$ cat src/rtl/flagram_scan_ctrl.sv
// flagram_scan_ctrl: sequences a flag RAM. Single-word writes are accepted while
// idle. A start request scans every address, classifies each returned word
// against the latched flag index, counts the matches and records the lowest
// matching address.
module flagram_scan_ctrl #(
  parameter int p_data_width    = 4,
  parameter int p_address_width = 4
) (
  input  logic                       i_w_clk,
  input  logic                       i_w_reset,
  input  logic                       i_w_start,
  input  logic [3:0]                 i_w_flag_sel,
  input  logic                       i_w_wr_valid,
  input  logic [p_address_width-1:0] i_w_wr_address,
  input  logic [p_data_width-1:0]    i_w_wr_data,
  output logic                       o_w_wr_ready,
  output logic [p_address_width-1:0] o_w_ram_address,
  output logic [p_data_width-1:0]    o_w_ram_data,
  output logic                       o_w_ram_we,
  output logic                       o_w_ram_oe,
  input  logic [p_data_width-1:0]    i_w_ram_data,
  output logic                       o_w_busy,
  output logic                       o_w_done,
  output logic [p_address_width:0]   o_w_count,
  output logic                       o_w_found,
  output logic [p_address_width-1:0] o_w_first_addr
);

  localparam int AW = p_address_width;
  localparam int DW = p_data_width;

  typedef enum logic [2:0] {
    S_IDLE, S_WRITE, S_SCAN, S_DRAIN, S_DONE
  } state_t;

  state_t          state_q, state_d;
  logic [AW-1:0]   cnt_q, cnt_d;
  logic            ev_vld_q, ev_vld_d;     // RAM data this cycle belongs to ev_addr_q
  logic [AW-1:0]   ev_addr_q, ev_addr_d;
  logic [3:0]      sel_q, sel_d;
  logic [AW:0]     count_q, count_d;
  logic            found_q, found_d;
  logic [AW-1:0]   first_q, first_d;
  logic [AW-1:0]   wa_q, wa_d;
  logic [DW-1:0]   wd_q, wd_d;

  // Flag definitions assume a 4-bit word.
  function automatic logic flag_of(input logic [DW-1:0] d, input logic [3:0] sel);
    logic f;
    case (sel)
      4'd0:    f = (d != '0);
      4'd1:    f = d[3];
      4'd2:    f = ~^d;
      4'd3:    f = ^d;
      4'd4:    f = ~d[2];
      4'd5:    f = d[2];
      4'd6:    f = (d > 4'd4);
      4'd7:    f = (d < 4'd4);
      4'd8:    f = ((d & (d - 4'd1)) == '0);
      4'd9:    f = (d == 4'd7);
      4'd10:   f = (d == 4'd8);
      4'd11:   f = (d == 4'd15);
      4'd12:   f = (d[0] == d[3]) && (d[1] == d[2]);
      4'd13:   f = (d[3] == d[2]) || (d[2] == d[1]) || (d[1] == d[0]);
      default: f = 1'b0;
    endcase
    return f;
  endfunction

  // State and datapath registers; reset aborts any scan and clears results.
  always_ff @(posedge i_w_clk or posedge i_w_reset) begin
    if (i_w_reset) begin
      state_q   <= S_IDLE;
      cnt_q     <= '0;
      ev_vld_q  <= 1'b0;
      ev_addr_q <= '0;
      sel_q     <= '0;
      count_q   <= '0;
      found_q   <= 1'b0;
      first_q   <= '0;
      wa_q      <= '0;
      wd_q      <= '0;
    end else begin
      state_q   <= state_d;
      cnt_q     <= cnt_d;
      ev_vld_q  <= ev_vld_d;
      ev_addr_q <= ev_addr_d;
      sel_q     <= sel_d;
      count_q   <= count_d;
      found_q   <= found_d;
      first_q   <= first_d;
      wa_q      <= wa_d;
      wd_q      <= wd_d;
    end
  end

  // Next-state, address sequencing and match accumulation.
  always_comb begin
    state_d   = state_q;
    cnt_d     = cnt_q;
    ev_vld_d  = 1'b0;
    ev_addr_d = cnt_q;
    sel_d     = sel_q;
    count_d   = count_q;
    found_d   = found_q;
    first_d   = first_q;
    wa_d      = wa_q;
    wd_d      = wd_q;
    case (state_q)
      S_IDLE: begin
        if (i_w_wr_valid) begin
          // write wins; a coincident start is dropped
          wa_d    = i_w_wr_address;
          wd_d    = i_w_wr_data;
          state_d = S_WRITE;
        end else if (i_w_start) begin
          sel_d   = i_w_flag_sel;
          count_d = '0;
          found_d = 1'b0;
          first_d = '0;
          cnt_d   = '0;
          state_d = S_SCAN;
        end
      end
      S_WRITE: state_d = S_IDLE;
      S_SCAN: begin
        ev_vld_d = 1'b1;
        cnt_d    = cnt_q + 1'b1;
        if (cnt_q == {AW{1'b1}}) state_d = S_DRAIN;
      end
      S_DRAIN: state_d = S_DONE;
      S_DONE:  state_d = S_IDLE;
      default: state_d = S_IDLE;
    endcase
    // Read data lags the oe cycle by one; evaluate it against the previous address.
    if (ev_vld_q && flag_of(i_w_ram_data, sel_q)) begin
      count_d = count_q + 1'b1;
      if (!found_q) begin
        found_d = 1'b1;
        first_d = ev_addr_q;
      end
    end
  end

  // RAM port and status outputs decoded from state.
  always_comb begin
    o_w_wr_ready    = (state_q == S_IDLE);
    o_w_ram_we      = (state_q == S_WRITE);
    o_w_ram_oe      = (state_q == S_SCAN);
    o_w_ram_address = '0;
    o_w_ram_data    = '0;
    if (state_q == S_WRITE) begin
      o_w_ram_address = wa_q;
      o_w_ram_data    = wd_q;
    end else if (state_q == S_SCAN) begin
      o_w_ram_address = cnt_q;
    end
    o_w_busy       = (state_q != S_IDLE);
    o_w_done       = (state_q == S_DONE);
    o_w_count      = count_q;
    o_w_found      = found_q;
    o_w_first_addr = first_q;
  end

endmodule

$ cat config.mk
export PLATFORM = sky130hd
export DESIGN_NAME = flagram_scan_ctrl
export DESIGN_NICKNAME = d
export VERILOG_FILES = /design/src/rtl/flagram_scan_ctrl.sv
export SDC_FILE = /design/constraint.sdc
export NUM_CORES = 1
export LEC_CHECK = 0
export ABC_AREA = 1
export BUFFER_PORTS_ARGS = -buffer_cell sky130_fd_sc_hd__clkbuf_2
export CAP_MARGIN = 20
export CORE_MARGIN = 1.5
export CORE_UTILIZATION = 25
export DETAILED_ROUTE_END_ITERATION = 10
export SETUP_SLACK_MARGIN = 0.05
export SYNTH_ARGS = -nofsm -noshare
export SYNTH_HDL_FRONTEND = slang
export SYNTH_SLANG_ARGS = --single-unit
$ cat constraint.sdc
create_clock -name i_w_clk -period 3.5 [get_ports i_w_clk]
set_input_delay 0 -clock i_w_clk [delete_from_list [all_inputs] [get_ports i_w_clk]]
set_output_delay 0 -clock i_w_clk [all_outputs]
set_load 0.005 [all_outputs]
==> out/qor.yml <==
status: "finished clean"
synthFlopType: "dfrtp_1"
reg2reg_slack_ns: 1.64
cts-htree-levels: 2
cp-end-kind: "primary output"
drt_iter0_markers: 67
gp_congestion: 0.8477
rsz0062_at_grt: "no"
synth_common_cells: "52 x nand2_1, 34 x dfrtp_1, 33 x inv_1"
initial_core_util: 0.2579
place_hpwl_mm: 3.156
drive_gt1_frac: 0.2088
avgSynthCellArea_sq_um: 7.893
ioPinCount: 43
clkTransAtPathRegs_ns: 0.07
finalWirelength_mm: 4.195
final_cells: 396
hold_path_depth: 3
numPlacedInstances: 375
num_rows: 31
final-hold-violation-count: 0
drt-pass1-iter-count: 4
clock_latency_ns: 0.28
syn_to_final_growth_pct: 29.56
fillers: 801
yosys.area.top_type_share: 0.4548
hold_path_class: "input pin to register"
required_ns: 3.50
drv_slew: 0
critPathBufInv: 2
fin_skew_ns: 0.006591
ys_ff_latch: 34
seq_area_frac_synth: 0.4548
cts_sinks: 34
powerDensity_nw_per_um2: 723.8
ir_drop_mv: 0.2687
synth_nets: 267
tns_ns: 0
fp.coreArea_sq_um: 7253
synth_warnings: 0
worst_pin_slew_ns: 0.7706
p_comb_frac: 0.413
root_buffer: "clkbuf_8"
synthCells: 237
die_x_microns: 89.50
p_int_uw: 1036
synthArstFlopShare: 1.000
cellLeakagePower_uw: 0.001283
clkPwrFrac: 0.200
finalSetupViolations: 0
finalHoldWorstSlack_ns: 0.07038
postCtsSetupRepairBufs: 0
slew_headroom: 0.4843
r2r_cells: 6
path_max_fanout: 5
critical_path.cell_chain: "nor3_1 -> inv_1 -> o22ai_1 -> clkbuf_2"
drc: 0
via_count: 1665
track_usage: 0.1162
path_class: "register to primary output"
synth_area_leaders: "dfrtp_1 45%, nand2_1 10%, ha_1 6.7%, inv_1 6.6%, nor2_1 6.2%"
antenna_cells: 0
fin_crit_sh: 0.5391
maxCapViolCount: 0
multi_input_area_sq_um: 864.6
power_switching_uw: 717.9
seq_power_share: 0.388
cts_tree: "done"
swShare: 0.4093
cts_buffer_depth: 2
die_area_sq_um: 8010
yosysMostFrequentCell: "nand2_1"
period_needed_ns: 1.887
r2r_start: "state_q[2]"
grt_overflow: 0
p_total_uw: 1754
antenna_found_initial: 0
final_util: 0.3341
yosysTopAreaCell: "dfrtp_1"
drt-vias-per-instance: 4.205
cp.arrival_ns: 1.89
min_to: "state_q[1]"
crit_family: "simple AND/OR/NAND/NOR gates"
grt_max_degree: 35
numCtsBuffers: 5
cp_slowest_cell: "nor3_1"
synth_area_sq_um: 1871
grt_pass1_wl_mm: 7.210
clock.fmax_mhz: 530.0
ctsResizeCount: 0
start_kind: "register"
regArea_sq_um: 850.8
die_h_microns: 89.50
postRouteAntennaNets: 0
wl_per_cell_microns: 10.59
r2r_end: "o_w_count[3]"
io_buffer_count: 42
yosysUniqueCellTypes: 27
synth-edff-count: 0
grt_pass1_vias: 1609
slowest_delay_ns: 0.63
hold_path_startpoint: "i_w_start"
fin_nets: 326
[logic make-up after synthesis]
kind of cell    count (synthesis)  synth area share
buf+inv                        38           0.08294
simple gates                  120            0.2809
compound gates                 29           0.08228
xor+xnor                        3           0.01405
mux                             3           0.01806
flops                          34            0.4549
fa+ha+maj                      10           0.06689
[layer usage]
layer  wire length [microns]  part of all wire  global-route usage  up-vias
li1                        -                 -                   -      871
met1                    2038              0.49              0.1512      752
met2                    1914              0.46              0.1928       39
met3                     223             0.053             0.02955        3
met4                      19            0.0045             0.02937        0
met5                       0                 0                   0        -
[worst register-to-register path, cell delays in order, from the launching register on]
cell	delay, ns
dfrtp_1	0.41
nor2_1	0.17
nand2_1	0.12
nor2_1	0.60
inv_1	0.25
nand3_1	0.15
nand2_1	0.05
[repair_timing]
item / CTS / global route
endpoints found under the setup margin: 0 / 0
hold endpoints to repair: 46 / 0
hold buffers: 13 / 0
[cell usage in the layout (no fill, tap or decap), types with 2 or more instances in the layout]
| cell type | count |
|---|---|
| a21oi_1 | 9 |
| clkbuf_2 | 42 |
| clkbuf_8 | 5 |
| clkinv_2 | 2 |
| dfrtp_1 | 34 |
| dlygate4sd3_1 | 13 |
| ha_1 | 10 |
| inv_1 | 33 |
| mux2_2 | 3 |
| nand2_1 | 52 |
| nand2_2 | 2 |
| nand3_1 | 20 |
| nand4_1 | 6 |
| nor2_1 | 31 |
| nor2_2 | 2 |
| nor3_1 | 3 |
| o21ai_0 | 16 |
| o22ai_1 | 2 |
| xnor2_1 | 2 |
[area by class of cell]
cell class	instances	area share
Clock inverter	3	0.01652
Clock buffer	5	0.02839
Timing Repair Buffer	56	0.1435
Sequential cell	34	0.3511
Inverter	34	0.05266
Multi-Input combinational cell	165	0.3567
Tap cell	99	0.05111
[how the worst max path moves through the flow]
| stage | from | to | slack, ns | depth (start not counted) |
|---|---|---|---|---|
| 2_1_floorplan | sel_q[0] | o_w_count[0] | 2.08 | 11 |
| 3_3_place_gp | state_q[2] | cnt_q[2] | 1.69 | 6 |
| 3_5_place_dp | state_q[2] | o_w_count[4] | 1.62 | 6 |
| 4_1_cts | state_q[2] | o_w_count[4] | 1.60 | 6 |
| 5_1_grt | state_q[2] | o_w_count[3] | 1.29 | 6 |
| 6_report | state_q[2] | o_w_ram_address[3] | 1.61 | 4 |
[sequential cells by signal, summed over array words and instances (netlist names)]
register        flops
o_w_found           1
o_w_first_addr      4
ev_vld_q            1
state_q             3
cnt_q               4
o_w_count           5
ev_addr_q           4
wd_q                4
wa_q                4
sel_q               4
[stage by stage]
stage	cell area, sq um	setup WS (ns)
floorplan	1871	2.082
global route	2424	1.287
global placement	2185	1.695
finish	2424	1.613
detailed placement	2185	1.617
CTS	2424	1.604
[power groups by stage]
stage	registers, uW	logic [uW]	clock network, uW
detailed placement	691	718	0
floorplan	651	545	0
finish	680	724	350
global route	710	845	377
global placement	687	708	0
CTS	683	735	361
Power figures use the tool's default switching activity.
